File: src/rtl/dm_access_ctrl.sv
// Sequencer/arbiter sharing one single-port word-wide data memory between the CPU
// MEM stage (full load/store op set, sb/sh via read-modify-write) and a word-only DMA port.
module dm_access_ctrl #(
  parameter int ADDR_W       = 12,
  parameter int STARVE_LIMIT = 4
) (
  input  logic              Clk,
  input  logic              Reset,
  input  logic              Cpu_Req_In,
  input  logic [5:0]        Cpu_Op_In,
  input  logic [31:0]       Cpu_Addr_In,
  input  logic [31:0]       Cpu_Wdata_In,
  output logic [31:0]       Cpu_Rdata_Out,
  output logic              Cpu_Ack_Out,
  output logic              Cpu_Stall_Out,
  input  logic              Dma_Req_In,
  input  logic              Dma_We_In,
  input  logic [31:0]       Dma_Addr_In,
  input  logic [31:0]       Dma_Wdata_In,
  output logic [31:0]       Dma_Rdata_Out,
  output logic              Dma_Ack_Out,
  output logic              Mem_En_Out,
  output logic              Mem_We_Out,
  output logic [ADDR_W-1:0] Mem_Addr_Out,
  output logic [31:0]       Mem_Wdata_Out,
  input  logic [31:0]       Mem_Rdata_In
);

  localparam logic [5:0] OP_LW  = 6'b100011;
  localparam logic [5:0] OP_LB  = 6'b100000;
  localparam logic [5:0] OP_LBU = 6'b100100;
  localparam logic [5:0] OP_LH  = 6'b100001;
  localparam logic [5:0] OP_LHU = 6'b100101;
  localparam logic [5:0] OP_SW  = 6'b101011;
  localparam logic [5:0] OP_SB  = 6'b101000;
  localparam logic [5:0] OP_SH  = 6'b101001;
  localparam int CNT_W = $clog2(STARVE_LIMIT + 1);

  typedef enum logic [2:0] {
    S_IDLE  = 3'd0,
    S_ISSUE = 3'd1,
    S_WAIT  = 3'd2,
    S_MERGE = 3'd3,
    S_DONE  = 3'd4
  } state_t;

  state_t           state_r;
  state_t           state_next_s;
  logic             owner_r;       // 1 = DMA owns the access in flight
  logic [5:0]       op_r;
  logic [31:0]      addr_r;
  logic [31:0]      wdata_r;
  logic [31:0]      rd_r;
  logic [31:0]      cpu_rdata_r;
  logic [31:0]      dma_rdata_r;
  logic [CNT_W-1:0] starve_cnt_r;
  logic             dma_grant_s;
  logic             mem_en_s;
  logic             mem_we_s;
  logic [31:0]      mem_wdata_s;
  logic             cpu_ack_s;
  logic             dma_ack_s;
  logic             unused_s;

  function automatic logic needs_read(input logic [5:0] op);
    case (op)
      OP_LW, OP_LB, OP_LBU, OP_LH, OP_LHU, OP_SB, OP_SH: needs_read = 1'b1;
      default:                                           needs_read = 1'b0;
    endcase
  endfunction

  function automatic logic [31:0] load_extract(input logic [5:0] op, input logic [1:0] lane,
                                               input logic [31:0] word);
    logic [7:0]  b;
    logic [15:0] h;
    case (lane)
      2'b00:   b = word[7:0];
      2'b01:   b = word[15:8];
      2'b10:   b = word[23:16];
      2'b11:   b = word[31:24];
      default: b = word[7:0];
    endcase
    h = lane[1] ? word[31:16] : word[15:0];
    case (op)
      OP_LW:   load_extract = word;
      OP_LB:   load_extract = {{24{b[7]}}, b};
      OP_LBU:  load_extract = {24'h000000, b};
      OP_LH:   load_extract = {{16{h[15]}}, h};
      OP_LHU:  load_extract = {16'h0000, h};
      default: load_extract = 32'h00000000;
    endcase
  endfunction

  function automatic logic [31:0] merge_store(input logic [5:0] op, input logic [1:0] lane,
                                              input logic [31:0] rd, input logic [31:0] wd);
    merge_store = rd;
    case (op)
      OP_SB: begin
        case (lane)
          2'b00:   merge_store[7:0]   = wd[7:0];
          2'b01:   merge_store[15:8]  = wd[7:0];
          2'b10:   merge_store[23:16] = wd[7:0];
          2'b11:   merge_store[31:24] = wd[7:0];
          default: merge_store[7:0]   = wd[7:0];
        endcase
      end
      OP_SH: begin
        if (lane[1]) merge_store[31:16] = wd[15:0];
        else         merge_store[15:0]  = wd[15:0];
      end
      default: merge_store = rd;
    endcase
  endfunction

  // DMA wins when the CPU is idle or has already taken STARVE_LIMIT grants in a row.
  assign dma_grant_s = Dma_Req_In && (!Cpu_Req_In || (starve_cnt_r == CNT_W'(STARVE_LIMIT)));

  // State register
  always_ff @(posedge Clk or negedge Reset) begin
    if (!Reset) state_r <= S_IDLE;
    else        state_r <= state_next_s;
  end

  // Next-state logic
  always_comb begin
    state_next_s = state_r;
    case (state_r)
      S_IDLE: begin
        if (Cpu_Req_In || Dma_Req_In) state_next_s = S_ISSUE;
        else                          state_next_s = S_IDLE;
      end
      S_ISSUE: begin
        if (needs_read(op_r)) state_next_s = S_WAIT;
        else                  state_next_s = S_DONE;
      end
      S_WAIT: begin
        if ((op_r == OP_SB) || (op_r == OP_SH)) state_next_s = S_MERGE;
        else                                    state_next_s = S_DONE;
      end
      S_MERGE: state_next_s = S_DONE;
      S_DONE:  state_next_s = S_IDLE;
      default: state_next_s = S_IDLE;
    endcase
  end

  // Arbitration and request latch; DMA requests are mapped onto lw/sw
  always_ff @(posedge Clk or negedge Reset) begin
    if (!Reset) begin
      owner_r      <= 1'b0;
      op_r         <= 6'b000000;
      addr_r       <= 32'h00000000;
      wdata_r      <= 32'h00000000;
      starve_cnt_r <= '0;
    end else if (state_r == S_IDLE) begin
      if (dma_grant_s) begin
        owner_r <= 1'b1;
        op_r    <= Dma_We_In ? OP_SW : OP_LW;
        addr_r  <= {Dma_Addr_In[31:2], 2'b00};
        wdata_r <= Dma_Wdata_In;
      end else if (Cpu_Req_In) begin
        owner_r <= 1'b0;
        op_r    <= Cpu_Op_In;
        addr_r  <= Cpu_Addr_In;
        wdata_r <= Cpu_Wdata_In;
      end
      if (!Dma_Req_In || dma_grant_s) starve_cnt_r <= '0;
      else if (Cpu_Req_In)            starve_cnt_r <= starve_cnt_r + CNT_W'(1);
    end
  end

  // Read word capture and registered load results
  always_ff @(posedge Clk or negedge Reset) begin
    if (!Reset) begin
      rd_r        <= 32'h00000000;
      cpu_rdata_r <= 32'h00000000;
      dma_rdata_r <= 32'h00000000;
    end else if (state_r == S_WAIT) begin
      rd_r <= Mem_Rdata_In;
      if (state_next_s == S_DONE) begin
        if (owner_r) dma_rdata_r <= Mem_Rdata_In;
        else         cpu_rdata_r <= load_extract(op_r, addr_r[1:0], Mem_Rdata_In);
      end
    end
  end

  // Moore output decode
  always_comb begin
    mem_en_s    = 1'b0;
    mem_we_s    = 1'b0;
    mem_wdata_s = 32'h00000000;
    cpu_ack_s   = 1'b0;
    dma_ack_s   = 1'b0;
    case (state_r)
      S_ISSUE: begin
        if (op_r == OP_SW) begin
          mem_en_s    = 1'b1;
          mem_we_s    = 1'b1;
          mem_wdata_s = wdata_r;
        end else if (needs_read(op_r)) begin
          mem_en_s = 1'b1;
        end else begin
          mem_en_s = 1'b0;
        end
      end
      S_MERGE: begin
        mem_en_s    = 1'b1;
        mem_we_s    = 1'b1;
        mem_wdata_s = merge_store(op_r, addr_r[1:0], rd_r, wdata_r);
      end
      S_DONE: begin
        cpu_ack_s = !owner_r;
        dma_ack_s = owner_r;
      end
      default: mem_en_s = 1'b0;
    endcase
  end

  assign Mem_En_Out    = mem_en_s;
  assign Mem_We_Out    = mem_we_s;
  assign Mem_Wdata_Out = mem_wdata_s;
  assign Mem_Addr_Out  = addr_r[ADDR_W+1:2];
  assign Cpu_Ack_Out   = cpu_ack_s;
  assign Dma_Ack_Out   = dma_ack_s;
  assign Cpu_Rdata_Out = cpu_rdata_r;
  assign Dma_Rdata_Out = dma_rdata_r;
  assign Cpu_Stall_Out = Cpu_Req_In && !cpu_ack_s;
  assign unused_s      = ^addr_r[31:ADDR_W+2];

endmodule

File: config.mk
export PLATFORM = sky130hd
export DESIGN_NAME = dm_access_ctrl
export DESIGN_NICKNAME = d
export VERILOG_FILES = /design/src/rtl/dm_access_ctrl.sv
export SDC_FILE = /design/constraint.sdc
export NUM_CORES = 1
export LEC_CHECK = 0
export ABC_AREA = 1
export BUFFER_PORTS_ARGS = -buffer_cell sky130_fd_sc_hd__buf_4
export CORE_ASPECT_RATIO = 1.4
export CORE_UTILIZATION = 50
export DETAILED_ROUTE_END_ITERATION = 16
export GPL_ROUTABILITY_DRIVEN = 0
export GPL_TIMING_DRIVEN = 0
export PLACE_DENSITY = 0.89
export SYNTH_ARGS = -nofsm -noshare
export SYNTH_HDL_FRONTEND = slang
export SYNTH_SLANG_ARGS = --single-unit
File: constraint.sdc
create_clock -name Clk -period 3.55 [get_ports Clk]
set_input_delay 0.355 -clock Clk [delete_from_list [all_inputs] [get_ports Clk]]
set_output_delay 0.355 -clock Clk [all_outputs]
set_load 0.02 [all_outputs]
==> results <==
- The number of failing setup endpoints in the final timing report is 0.
- The buffers inserted during post-CTS setup optimization is 0.
- The number of different library cells used by synthesis comes to 26.
- The clock tree root driver cell is sky130_fd_sc_hd__clkbuf_16.
- The clock passes through at most 2 buffers.
- In this run the most critical hold path is launched from Mem_Rdata_In[8].
- The startpoint identified for the worst register-to-register timing path is starve_cnt_r[0].
- The type of the most critical hold path is in -> reg.
- The die footprint is 0.01779 mm².
- The first-pass GRT wire length is 46230 µm.
- The cell row count is 56.
- The clock insertion delay at the later pin of the skew report is 440 ps.
- The upper clock frequency limit is 0.3631 GHz.
- The layout has 1413 filler cells.
- The part of the power in combinational logic is 47.3%.
- Data on the critical path arrives at its endpoint at 2400 ps.
- The switching power is 4.331 mW.
- Cells with a size suffix above 1 make up 24.02% of the layout.
- The first TritonRoute pass finished after 7 iterations.
- The x dimension of the die is 113.0 µm.
- Summed over all cells, the static leakage comes to 5.853 nW.
- The warning count from the yosys run is 0.
- The max-slew violation count is 0.
- The detail route stage leaves a number of antenna-violating nets equal to 0.
- The synthesized area per cell is 7.149 µm².
- Internal power comes to 5.372 mW.
- The worst-margin pin slew is 614.8 ps.
- The standard cell with the maximum stage delay on the critical path is sky130_fd_sc_hd__clkbuf_1.
- For this run, design rule violations remaining after detail routing come to 0.
- At the worst endpoint, the required time is 3190 ps.
- Of all nets on the critical path, the largest fanout is 10.
- The number of antenna diodes in the final layout is 0.
- The clock share of power is 19.7%.
- Of the total power, the share spent switching nets is 44.64%.
- In the final routed layout, each cell accounts on average for 17.81 µm.
- The maximum number of pins on one net before global-route repair is 102.
- The die height is 157.4 µm.
- The proportion of synthesized chip area in sequential cells is 44.95%.
- The total standard cell area after synthesis is 0.008628 mm².
- The top-level port count is 284.
- The total power after layout is 9.703 mW.
- For this run, the post-layout net count is 1646.
- Walking the worst path, the cells encountered are buf_2 -> inv_2 -> buf_6 -> clkbuf_1 -> nand3_1 -> nand3_1 -> nand3_1 -> nand3_1 -> nand2_1 -> buf_4.
- After layout, the worst path uses 77.58% of the clock period.
- The vias after detailed routing is 9689.
- Once the floorplan was initialized, standard cells occupied 51.31% of the core.
- For this run, the slowest stage of the critical path takes 460 ps.
- The worst-case IR drop observed on VDD is 0.5077 mV.
- After technology mapping, the gate count stands at 1207.
- The count of buffering cells on the critical path with inverters included is 5.
- The total routing usage reported by global routing is 34.07%.
- The register-to-register setup slack is 1480 ps.
- The clock period could shrink to 2754 ps.
- The total congestion overflow is 0.
- The total power per unit cell area is 853.1 mW/mm².
- Clock-pin slew was measured on the worst setup and hold paths at 70 ps.
- The area used by sequential logic in the layout is 0.003879 mm².
- The net count of the mapped netlist is 1380.
- The total CTS buffers is 17.
- The post-detailed-route via-to-cell ratio is 5.737.
- The growth of design area from synthesis to finish is 31.82%.
- Setup repair after global routing left no endpoint under its margin.
- The CTS tree is built.
- The count of input and output buffers is 245.
- The cell repeated most along the worst path is sky130_fd_sc_hd__nand3_1.
- The worst register-to-register path ends at wdata_r[4].
- The HPWL after detailed placement is 22440 µm.
- The worst hold path was traced through 3 stages.
- The tree built by TritonCTS fans out to 155 sinks.
- The first routing iteration left 1355 violations.
- The kind of cell with the highest combined delay along the critical path is buffers and inverters.
- The kind of launch point of the worst setup path is a flop.
- The worst-case reg-to-reg path depth is 10.
- The area of the multi-input gates is 0.003964 mm².
- The worst hold path endpoint is rd_r[8].
- After floorplanning, the core was sized to cover 0.01682 mm².
- The aggregate negative setup slack is 0 ps.
- The final-report hold violation count was 0.
- The run finished with clean final reports.
- The number of global-route vias before repair came to 9070.
- Per report_power, the sequential group accounts for 32.9% of the total.
- The synthesized design contains 155 register bits.
- The initial antenna violation count is 0.
- In this run the tightest slew margin relative to its limit is 58.86%.
- After detailed routing, the total wire length is 30090 µm.
- The number of violations of the max-capacitance limit is 0.
- For the final database, setup skew stands at 11.11 ps.
- The level count of the clock H-tree is 4.
- The kind of end point of the critical path is an output port.
- The type of the setup path with the least slack is reg -> out.
==> worst max path at each step <==
stage	startpoint	endpoint	slack, ps	depth (start not counted)
after global placement	addr_r[1]	Mem_Wdata_Out[15]	1370	10
final	addr_r[1]	Mem_Wdata_Out[15]	800	10
after CTS	op_r[2]	Mem_Wdata_Out[7]	890	10
after detailed placement	addr_r[1]	Mem_Wdata_Out[15]	1360	10
after floorplan	op_r[2]	Mem_Wdata_Out[24]	1740	9
after global routing	op_r[2]	Mem_Wdata_Out[15]	730	10
==> synthesized netlist by cell type <==
cell type	instances	area, µm²
sky130_fd_sc_hd__clkbuf_2	1	5.000
sky130_fd_sc_hd__nor2_4	7	78.83
sky130_fd_sc_hd__dfrtp_1	155	3879
sky130_fd_sc_hd__nor2_1	85	319.1
sky130_fd_sc_hd__a21oi_1	28	140.1
sky130_fd_sc_hd__buf_1	1	3.750
sky130_fd_sc_hd__nand3_2	1	10.01
sky130_fd_sc_hd__o21ai_1	23	115.1
sky130_fd_sc_hd__nand2_2	8	50.05
sky130_fd_sc_hd__nand2_1	382	1434
sky130_fd_sc_hd__nand3b_1	16	120.1
sky130_fd_sc_hd__nand4_1	1	6.260
sky130_fd_sc_hd__nor3_4	1	16.27
sky130_fd_sc_hd__inv_1	82	307.8
sky130_fd_sc_hd__nand3_1	137	685.7
sky130_fd_sc_hd__o22ai_1	19	118.9
sky130_fd_sc_hd__ha_1	2	25.02
sky130_fd_sc_hd__buf_2	28	140.1
sky130_fd_sc_hd__inv_2	8	30.03
sky130_fd_sc_hd__o21ai_0	164	820.8
sky130_fd_sc_hd__buf_6	3	33.78
sky130_fd_sc_hd__nand2_4	1	11.26
sky130_fd_sc_hd__nor2_2	2	12.51
sky130_fd_sc_hd__clkbuf_1	33	123.9
sky130_fd_sc_hd__buf_4	18	135.1
sky130_fd_sc_hd__inv_4	1	6.260
==> routing by layer <==
| metal | track usage [%] | routed length [µm] |
|---|---|---|
| met5 | 0 | 0 |
| met4 | 19.99 | 1756 |
| met3 | 6.546 | 2989 |
| met2 | 61.44 | 15130 |
| met1 | 37.08 | 10210 |
==> logic make-up after synthesis <==
logic type	synth area share (%)
AOI/OAI and AO/OA	13.85
adders and majority gates	0.2900
buffers and inverters	9.107
DFF	44.95
and+or+nand+nor	31.80
==> placed cells by master, fill, tap and decap left out, types with 6 or more instances in the layout <==
| cell | n |
|---|---|
| sky130_fd_sc_hd__a21oi_1 | 28 |
| sky130_fd_sc_hd__buf_2 | 28 |
| sky130_fd_sc_hd__buf_4 | 262 |
| sky130_fd_sc_hd__clkbuf_1 | 33 |
| sky130_fd_sc_hd__clkbuf_16 | 17 |
| sky130_fd_sc_hd__dfrtp_1 | 155 |
| sky130_fd_sc_hd__inv_1 | 82 |
| sky130_fd_sc_hd__inv_2 | 8 |
| sky130_fd_sc_hd__inv_8 | 6 |
| sky130_fd_sc_hd__nand2_1 | 382 |
| sky130_fd_sc_hd__nand2_2 | 8 |
| sky130_fd_sc_hd__nand3_1 | 137 |
| sky130_fd_sc_hd__nand3b_1 | 16 |
| sky130_fd_sc_hd__nor2_1 | 85 |
| sky130_fd_sc_hd__nor2_4 | 7 |
| sky130_fd_sc_hd__o21ai_0 | 164 |
| sky130_fd_sc_hd__o21ai_1 | 23 |
| sky130_fd_sc_hd__o22ai_1 | 19 |
==> through the flow <==
step                hold WS, ps  setup slack [ps]  instances  utilization [%]  area [µm²]
finish                    161.8             795.8       1689            67.63       11370
CTS                       159.7             888.5       1689            67.63       11370
global placement          458.6              1367       1655            63.76       10720
global route              175.4             734.9       1689            67.63       11370
detailed placement        354.1              1363       1656            63.94       10750
floorplan                 59.41              1736       1207                -        8628
==> flip-flops by register name (all words and copies together), names as in the netlist <==
register and count:
addr_r 14, state_r 3, wdata_r 32, op_r 6, Dma_Rdata_Out 32, starve_cnt_r 3
owner_r 1, rd_r 32, Cpu_Rdata_Out 32
==> power by group through the flow <==
stage / registers (mW) / logic [mW] / clock network, mW
after floorplan: 3.48 / 2.46 / 0
after global placement: 3.16 / 4.36 / 0
after detailed placement: 3.19 / 4.48 / 0
after CTS: 3.18 / 4.52 / 1.89
after global routing: 3.28 / 5.01 / 1.97
final: 3.19 / 4.59 / 1.91
==> worst reg2reg max path, cell delays in order (launching register included) <==
cell,delay (ps)
sky130_fd_sc_hd__dfrtp_1,400
sky130_fd_sc_hd__inv_1,100
sky130_fd_sc_hd__ha_1,160
sky130_fd_sc_hd__nand2_1,50
sky130_fd_sc_hd__nand2_1,70
sky130_fd_sc_hd__nand2_1,150
sky130_fd_sc_hd__inv_1,180
sky130_fd_sc_hd__clkbuf_2,240
sky130_fd_sc_hd__clkbuf_1,340
sky130_fd_sc_hd__o21ai_0,140
sky130_fd_sc_hd__o22ai_1,160
==> what timing repair did <==
action                     4_1_cts  5_1_grt
hold endpoints to repair        54        0
setup endpoints to repair        0        0
resized for setup                0        0
hold buffers                     1        0
==> final cells by class <==
cell class                      instances  share of cell area [%]
Timing Repair Buffer                  247                   16.53
Clock inverter                         14                   1.507
Inverter                               91                   3.025
Buffer                                 84                   3.883
Clock buffer                           18                   3.861
Tap cell                              203                   2.233
Sequential cell                       155                   34.10
Multi-Input combinational cell        877                   34.85
Note: power is estimated with default switching activity, not from simulation.
